$ cat config.mk
export PLATFORM = sky130hd
export DESIGN_NAME = mem_arbiter
export DESIGN_NICKNAME = d
export VERILOG_FILES = /design/src/rtl/lc3b_types.sv /design/src/rtl/mem_arbiter.sv
export SDC_FILE = /design/constraint.sdc
export NUM_CORES = 1
export LEC_CHECK = 0
export CORE_AREA = 2 2 297 299
export DETAILED_ROUTE_END_ITERATION = 10
export DIE_AREA = 0 0 299 301
export GPL_TIMING_DRIVEN = 0
export PLACE_DENSITY_LB_ADDON = 0.1
export SETUP_SLACK_MARGIN = 0.1
export SKIP_CTS_REPAIR_TIMING = 1
export SLEW_MARGIN = 20
export SYNTH_ARGS = -nofsm -noshare
export SYNTH_HDL_FRONTEND = slang
export SYNTH_SLANG_ARGS = --single-unit
$ cat constraint.sdc
create_clock -name clk -period 2 [get_ports clk]
set_clock_uncertainty 0.1 [all_clocks]
set_input_delay 0.5 -clock clk [delete_from_list [all_inputs] [get_ports clk]]
set_output_delay 0.5 -clock clk [all_outputs]
set_load 0.02 [all_outputs]
$ cat src/rtl/lc3b_types.sv
// Shared types and default widths for the LC-3b memory arbiter.
package lc3b_types;

  localparam int unsigned ADDR_W_DEF = 12;
  localparam int unsigned LINE_W_DEF = 128;
  localparam int unsigned SEL_W      = 16;

  typedef enum logic [1:0] {
    IDLE  = 2'd0,
    GNT_I = 2'd1,
    GNT_D = 2'd2,
    DONE  = 2'd3
  } arb_state_t;

  typedef enum logic {
    GNT_ID_I = 1'b0,
    GNT_ID_D = 1'b1
  } gnt_id_t;

  function automatic logic [15:0] sat_inc16(input logic [15:0] v);
    return (v == 16'hFFFF) ? v : (v + 16'd1);
  endfunction

endpackage

$ cat src/rtl/mem_arbiter.sv
// Round-robin arbiter sharing one physical-memory bus between the
// instruction cache (i_*) and data cache (d_*) masters.
module mem_arbiter
  import lc3b_types::*;
#(
  parameter int unsigned ADDR_W = ADDR_W_DEF,
  parameter int unsigned LINE_W = LINE_W_DEF
) (
  input  logic              clk,
  input  logic              rst_n,
  input  logic              i_cyc,
  input  logic              i_stb,
  input  logic              i_we,
  input  logic [ADDR_W-1:0] i_adr,
  input  logic [LINE_W-1:0] i_dat_m,
  input  logic [SEL_W-1:0]  i_sel,
  output logic              i_ack,
  input  logic              d_cyc,
  input  logic              d_stb,
  input  logic              d_we,
  input  logic [ADDR_W-1:0] d_adr,
  input  logic [LINE_W-1:0] d_dat_m,
  input  logic [SEL_W-1:0]  d_sel,
  output logic              d_ack,
  output logic [LINE_W-1:0] dat_s,
  output logic              m_cyc,
  output logic              m_stb,
  output logic              m_we,
  output logic [ADDR_W-1:0] m_adr,
  output logic [LINE_W-1:0] m_dat_m,
  output logic [SEL_W-1:0]  m_sel,
  input  logic              m_ack,
  input  logic [LINE_W-1:0] m_dat_s,
  output logic [15:0]       conflicts
);

  logic       w_i_pend;
  logic       w_d_pend;
  arb_state_t r_state;
  arb_state_t w_next_state;
  gnt_id_t    r_last_gnt;
  gnt_id_t    w_next_last_gnt;
  logic [15:0] r_conflicts;
  logic [15:0] w_next_conflicts;

  assign w_i_pend  = i_cyc & i_stb;
  assign w_d_pend  = d_cyc & d_stb;
  assign dat_s     = m_dat_s;
  assign conflicts = r_conflicts;

  // Arbitration state; last_gnt resets to D so I wins the first tie.
  always_ff @(posedge clk or negedge rst_n) begin
    if (!rst_n) begin
      r_state     <= IDLE;
      r_last_gnt  <= GNT_ID_D;
      r_conflicts <= 16'd0;
    end else begin
      r_state     <= w_next_state;
      r_last_gnt  <= w_next_last_gnt;
      r_conflicts <= w_next_conflicts;
    end
  end

  // Next-state decision plus bus mux; acks are combinational on m_ack.
  always_comb begin
    w_next_state     = r_state;
    w_next_last_gnt  = r_last_gnt;
    w_next_conflicts = r_conflicts;
    m_cyc   = 1'b0;
    m_stb   = 1'b0;
    m_we    = 1'b0;
    m_adr   = {ADDR_W{1'b0}};
    m_dat_m = {LINE_W{1'b0}};
    m_sel   = {SEL_W{1'b0}};
    i_ack   = 1'b0;
    d_ack   = 1'b0;
    case (r_state)
      IDLE: begin
        if (w_i_pend && w_d_pend) begin
          w_next_conflicts = sat_inc16(r_conflicts);
          w_next_state     = (r_last_gnt == GNT_ID_D) ? GNT_I : GNT_D;
        end else if (w_i_pend) begin
          w_next_state = GNT_I;
        end else if (w_d_pend) begin
          w_next_state = GNT_D;
        end else begin
          w_next_state = IDLE;
        end
      end
      GNT_I: begin
        m_cyc   = 1'b1;
        m_stb   = 1'b1;
        m_we    = i_we;
        m_adr   = i_adr;
        m_dat_m = i_dat_m;
        m_sel   = i_sel;
        // A master dropping its strobe aborts without touching fairness.
        if (!w_i_pend) begin
          w_next_state = IDLE;
        end else if (m_ack) begin
          i_ack           = 1'b1;
          w_next_state    = DONE;
          w_next_last_gnt = GNT_ID_I;
        end else begin
          w_next_state = GNT_I;
        end
      end
      GNT_D: begin
        m_cyc   = 1'b1;
        m_stb   = 1'b1;
        m_we    = d_we;
        m_adr   = d_adr;
        m_dat_m = d_dat_m;
        m_sel   = d_sel;
        if (!w_d_pend) begin
          w_next_state = IDLE;
        end else if (m_ack) begin
          d_ack           = 1'b1;
          w_next_state    = DONE;
          w_next_last_gnt = GNT_ID_D;
        end else begin
          w_next_state = GNT_D;
        end
      end
      DONE: begin
        w_next_state = IDLE;
      end
      default: begin
        w_next_state = IDLE;
      end
    endcase
  end

endmodule
==> metrics.txt, run 1 <==
status=finished with violations; failing checks=negative setup slack; worst setup path end=m_dat_m[8]; syn_area_per_cell=7.393 µm²; Critical Path Source=r_state[0]; top cells by area, synth=a22oi_1 (27%), nor2b_1 (22%), buf_4 (22%); CP max stage cell=dfrtp_1; #FFs+latches synth=19; commonest cells after routing, fill and taps aside=clkdlybuf4s50_1 (447), buf_4 (188), a22oi_2 (125), nor2b_2 (114), buf_6 (61); register area=476.7 µm²; commonest non-fill, non-tap cell in the layout=clkdlybuf4s50_1; clk root buf=clkbuf_16; reg2reg start=r_state[0]; HP Class=primary input to async pin; final worst-path cycle share=1.270; Die ar.=90,000 µm²; ys async rst share=1.000; Max Used Layer=met5; CP dominant cell by count=buf_12; Routed Antenna Nets=0; xor and xnor fraction of the mapped netlist area=0.02172; clk sink count=19; largest family of logic cells by synthesized area=simple AND/OR/NAND/NOR gates; Top FF cell, synth=dfrtp_1; pwr dens=353.4 nW/µm²; Worst Path Buf+Inv=5; CTS Buf Count=3; Critical Path Stages=8; first-pass GRT wire length=55,930 µm; Final #Nets=1,716; WL met2=23,510 µm; worst rel slew slack=0.6622; Iter 0 DRT Violations=173; Synth area leader=a22oi_1; post-synthesis mux area share=0.005924; reg2reg end=r_state[0]; FP Rows=108; cells after synthesis=600; worst setup margin=-539.3 ps; PortBufs=625; Synth Warn #=0; pin count of the biggest net entering global routing=20; Starting Density=0.05129; Fin. Hold Viols=0; grt ovf=0; Worst-Margin Slew=506.6 ps; die width=299 µm; share of layout cells above drive strength 1=0.5405; total negative slack=-67,010 ps; WHS=106.2 ps; Synth Area in Simple Gates=0.2973; final setup violation count=160; DR WL/cell=17.80 µm; Max Fclk=393.8 MHz; clk slew on worst S/H paths=60 ps; unrepaired setup endpoints after global routing=yes; Slew Viols, Final=0; Pre-antenna DRT Iters=4; flop-to-flop setup slack=120 ps; post-synthesis sequential area ratio=0.1075; DR vias/cell=2.901; crit path cell chain=inv_2, ha_4, buf_12, buf_12, buf_12, a22oi_1, nor2b_2, buf_6; Crit path arrival time=1940 ps; Post-Syn Area=4436 µm²; Total GRT Usage=0.08437; Leak=5.385 nW; CP Class=flop to output pin; filler cell count in the final layout=9,778; Routed met3 length=3337 µm; post-synth cell types=35; Core ar.=86,480 µm²; WP data required=1400 ps; R2R depth=10; Synth-to-Final Area Change=221.0%; worst skew pair latency=260 ps; DP HPWL=35,630 µm; via count of the first global-routing pass=7,410; cell family with the largest share of critical-path delay=buffers and inverters; Max-cap violations=0; CTS tree=done; maximum vdd drop=0.1862 mV; category of the worst setup path launch point=flop; Die Ht=301 µm; slowest cell delay on critical path=400 ps; Compound-Gate Fraction of Synth Area=0.2790; CTS HTree Levels=1; wl on met1=16,080 µm; initial antenna violation count=6; via count=7,018; Worst Path Max Fanout=10; # DRC=0; minimum clock period=2539 ps; Worst setup EP type=output pin; Synth Net Count=1,055; total wire length=43,060 µm; Synth top area share=0.2657; Post-Synth Adder-Cell Area=0.01693; EDFF count, synth=0; clk buf depth=2; RePlAce Congestion=0.8012; area of the multi-input gates=4061 µm²; I/O Pins=754
per-stage QoR:
step	instances	util	cell area, µm²	worst slack [ps]	power (mW)
5_1_grt	2418	0.1646	14230	-622.0	5.362
4_1_cts	2384	0.1529	13230	-1599	4.627
3_3_place_gp	2380	0.1521	13150	-1333	4.196
6_report	2419	0.1646	14240	-539.3	5.032
2_1_floorplan	600	-	5451	18.57	2.314
3_5_place_dp	2380	0.1520	13150	-1299	4.168
worst min path at each step:
stage | startpoint | to | slack [ps] | cells past startpoint
after detailed placement | rst_n | conflicts[1] | 420 | 1
final | rst_n | conflicts[3] | 110 | 1
after global placement | conflicts[13] | conflicts[13] | 430 | 1
after global routing | rst_n | conflicts[3] | 150 | 1
after CTS | rst_n | conflicts[1] | 140 | 1
after floorplan | rst_n | conflicts[0] | 100 | 0
worst register-to-register path, stage by stage, from the launching register on:
cell and delay (ps):
dfrtp_1 380, inv_2 90, ha_4 170, buf_12 140
buf_4 150, buf_12 140, buf_4 150, and3_4 150
buf_4 130, a21oi_2 100, o21ai_1 60
final cells by class:
| cell class | count | share of cell area |
|---|---|---|
| repair buffers | 656 | 0.4454 |
| plain buffers | 184 | 0.1276 |
| diodes | 4 | 0.0007030 |
| flip-flops and latches | 19 | 0.03348 |
| inverters | 2 | 0.0005273 |
| well taps | 1155 | 0.1015 |
| clock buffers | 4 | 0.005537 |
| multi-input cells | 395 | 0.2853 |
metal layers:
metal | vias up | track usage
met3 | 10 | 0.02475
li1 | 3343 | -
met5 | - | 0
met1 | 3279 | 0.09330
met4 | 2 | 0.006548
met2 | 384 | 0.1635
sequential cells by signal, indices dropped and copies added (netlist names):
register    cells
r_state         2
r_last_gnt      1
conflicts      16
cells in the mapped netlist, drive strengths merged (2+ instances only):
cell	instances
a22oi	157
nor2b	157
buf	146
clkbuf	38
dfrtp	18
nand4	15
xnor2	10
and3	7
nand2	7
ha	6
nand3	6
a21oi	5
nor2	5
and2	4
and4	4
inv	2
mux2	2
nand2b	2
o21ai	2
kinds of logic after synthesis:
kind of cell,count (synthesis)
flip-flops,19
XOR/XNOR,11
buffers and inverters,186
multiplexers,2
AO/OA/AOI/OAI,167
AND/OR/NAND/NOR,209
adder cells (fa/ha/maj),6
power by group:
part | total [mW] | leakage, nW | switching (mW) | internal, mW
Sequential | 0.485 | 0.256 | 0.0545 | 0.430
Clock | 0.432 | 0.0382 | 0.160 | 0.272
Combinational | 4.12 | 5.09 | 1.78 | 2.33
Note: power is estimated with default switching activity, not from simulation.
==> run 2, diff against run 1 <==
--- a/config.mk
+++ b/config.mk
@@ -9,6 +9,7 @@
 export DETAILED_ROUTE_END_ITERATION = 10
 export DIE_AREA = 0 0 299 301
 export GPL_TIMING_DRIVEN = 0
+export MAX_ROUTING_LAYER = met4
 export PLACE_DENSITY_LB_ADDON = 0.1
 export SETUP_SLACK_MARGIN = 0.1
 export SKIP_CTS_REPAIR_TIMING = 1
==> constraint.sdc (replaced) <==
create_clock -name clk -period 2 [get_ports clk]
set_clock_uncertainty 0.1 [all_clocks]
set_input_delay 0.2 -clock clk [delete_from_list [all_inputs] [get_ports clk]]
set_output_delay 0.2 -clock clk [all_outputs]
set_load 0.02 [all_outputs]
==> run 2 against run 1 <==
Against the previous run:
- first-iteration DRC count rose by 17%
- fmax rose by 15%
- non-clock buffer count shrank 22
- cell area down 9.5%
- critical endpoint is now m_dat_m[57]
- via count fell by 0.51%
- the run still ends with negative setup slack left
- wire length shrank 0.14%
- utilization fell by 1.6 points
==> metrics.txt, run 2 (synthesized netlist as in run 1, its figures left out) <==
status=finished with violations; failing checks=negative setup slack; slowest cell delay on critical path=420 ps; RePlAce Congestion=0.7857; FP Rows=108; CTS tree=done; worst rel slew slack=0.6746; Max Fclk=452.4 MHz; worst setup margin=-210.5 ps; # DRC=0; cell area after layout=12,880 µm²; net load switching power=1.795 mW; reg2reg start=r_state[1]; CTS HTree Levels=1; Leak=4.687 nW; HP Class=primary input to async pin; unrepaired setup endpoints after global routing=yes; Fin. Hold Viols=0; WP data required=1700 ps; WHS=358.1 ps; PortBufs=625; commonest cells after routing, fill and taps aside=clkdlybuf4s50_1 (464), buf_4 (191), a22oi_1 (127), nor2b_2 (127), clkbuf_2 (46); Pwr Total=4.473 mW; final worst-path cycle share=1.105; CP max stage cell=dfrtp_2; maximum vdd drop=0.2313 mV; Starting Density=0.05129; grt ovf=0; worst skew pair latency=250 ps; Synth-to-Final Area Change=190.4%; DP HPWL=36,660 µm; filler cell count in the final layout=9,986; CP Class=flop to output pin; via count of the first global-routing pass=7,427; share of layout cells above drive strength 1=0.4305; power share of the clock group=0.095; Crit path arrival time=1910 ps; crit path cell chain=inv_4, ha_4, buf_12, clkbuf_16, buf_12, a22oi_1, nor2b_2, clkbuf_2; I/O Pins=754; Critical Path Source=r_state[0]; setup slack at placement=-1662 ps; Worst Path Buf+Inv=5; logic gate share of total power=0.797; Die ar.=90,000 µm²; CTS Buf Count=3; sw frac=0.4014; Worst setup EP type=output pin; first-pass GRT wire length=55,690 µm; pwr dens=347.3 nW/µm²; Worst Path Max Fanout=10; DR vias/cell=2.913; final setup violation count=148; clk sink count=19; total negative slack=-16,450 ps; die width=299 µm; final std cells w/o fill=2,397; clk buf depth=2; Worst-Margin Slew=488.0 ps; number of flip-flops in the largest register=16; Flop pwr share=0.108; Die Ht=301 µm; clk root buf=clkbuf_16; cell family with the largest share of critical-path delay=buffers and inverters; Max-cap violations=0; Core ar.=86,480 µm²; initial antenna violation count=7; area of the multi-input gates=3283 µm²; Final #Nets=1,694; via count=6,982; DR WL/cell=17.94 µm; post-route core utilization=0.1489; clk slew on worst S/H paths=60 ps; register area=478.0 µm²; Pre-antenna DRT Iters=6; placed inst area=12,460 µm²; Iter 0 DRT Violations=202; minimum clock period=2210 ps; commonest non-fill, non-tap cell in the layout=clkdlybuf4s50_1; category of the worst setup path launch point=flop; total wire length=43,000 µm; CP dominant cell by count=buf_12; Placed Cells=2,380; Routed Antenna Nets=0; Internal=2.678 mW; pin count of the biggest net entering global routing=20; Slew Viols, Final=0; Total GRT Usage=0.08744
[run 2: worst paths after layout]
path,end,slack [ps],cells past startpoint
setup / recovery,m_dat_m[57],-210,8
hold / removal,conflicts[0],360,2
setup reg to reg,conflicts[15],130,6
hold reg to reg,conflicts[10],430,1
max in group asynchronous,r_state[0],1070,2
min in group clk,conflicts[10],430,1
[run 2: layout make-up]
cell class | instances | area share
Sequential cell | 19 | 0.03711
Antenna cell | 4 | 0.0007772
Buffer | 184 | 0.1292
Clock buffer | 4 | 0.006121
Tap cell | 1155 | 0.1122
Inverter | 2 | 0.0007772
Multi-Input combinational cell | 395 | 0.2549
Timing Repair Buffer | 634 | 0.4589
[run 2: power groups by stage]
stage	Combinational (mW)	Clock, mW	Sequential (mW)
after floorplan	1.51	0	0.511
after global placement	3.36	0	0.490
after detailed placement	3.34	0	0.490
after CTS	3.36	0.445	0.483
after global routing	3.83	0.462	0.492
final	3.56	0.425	0.485
[run 2: per-layer routing]
layer / GRT usage / share of wire / vias to the layer above
li1: - / - / 3297
met1: 0.08500 / 0.34 / 3283
met2: 0.1722 / 0.57 / 387
met3: 0.02850 / 0.089 / 15
met4: 0.008333 / 0.0046 / 0
met5: - / 0 / -
[run 2: worst reg2reg max path, delay by kind of cell, from the launching register on]
family | cells | cell delay [ps]
and+or+nand+nor | 4 | 940
DFF | 1 | 420
adders and majority gates | 1 | 170
buffers and inverters | 1 | 130
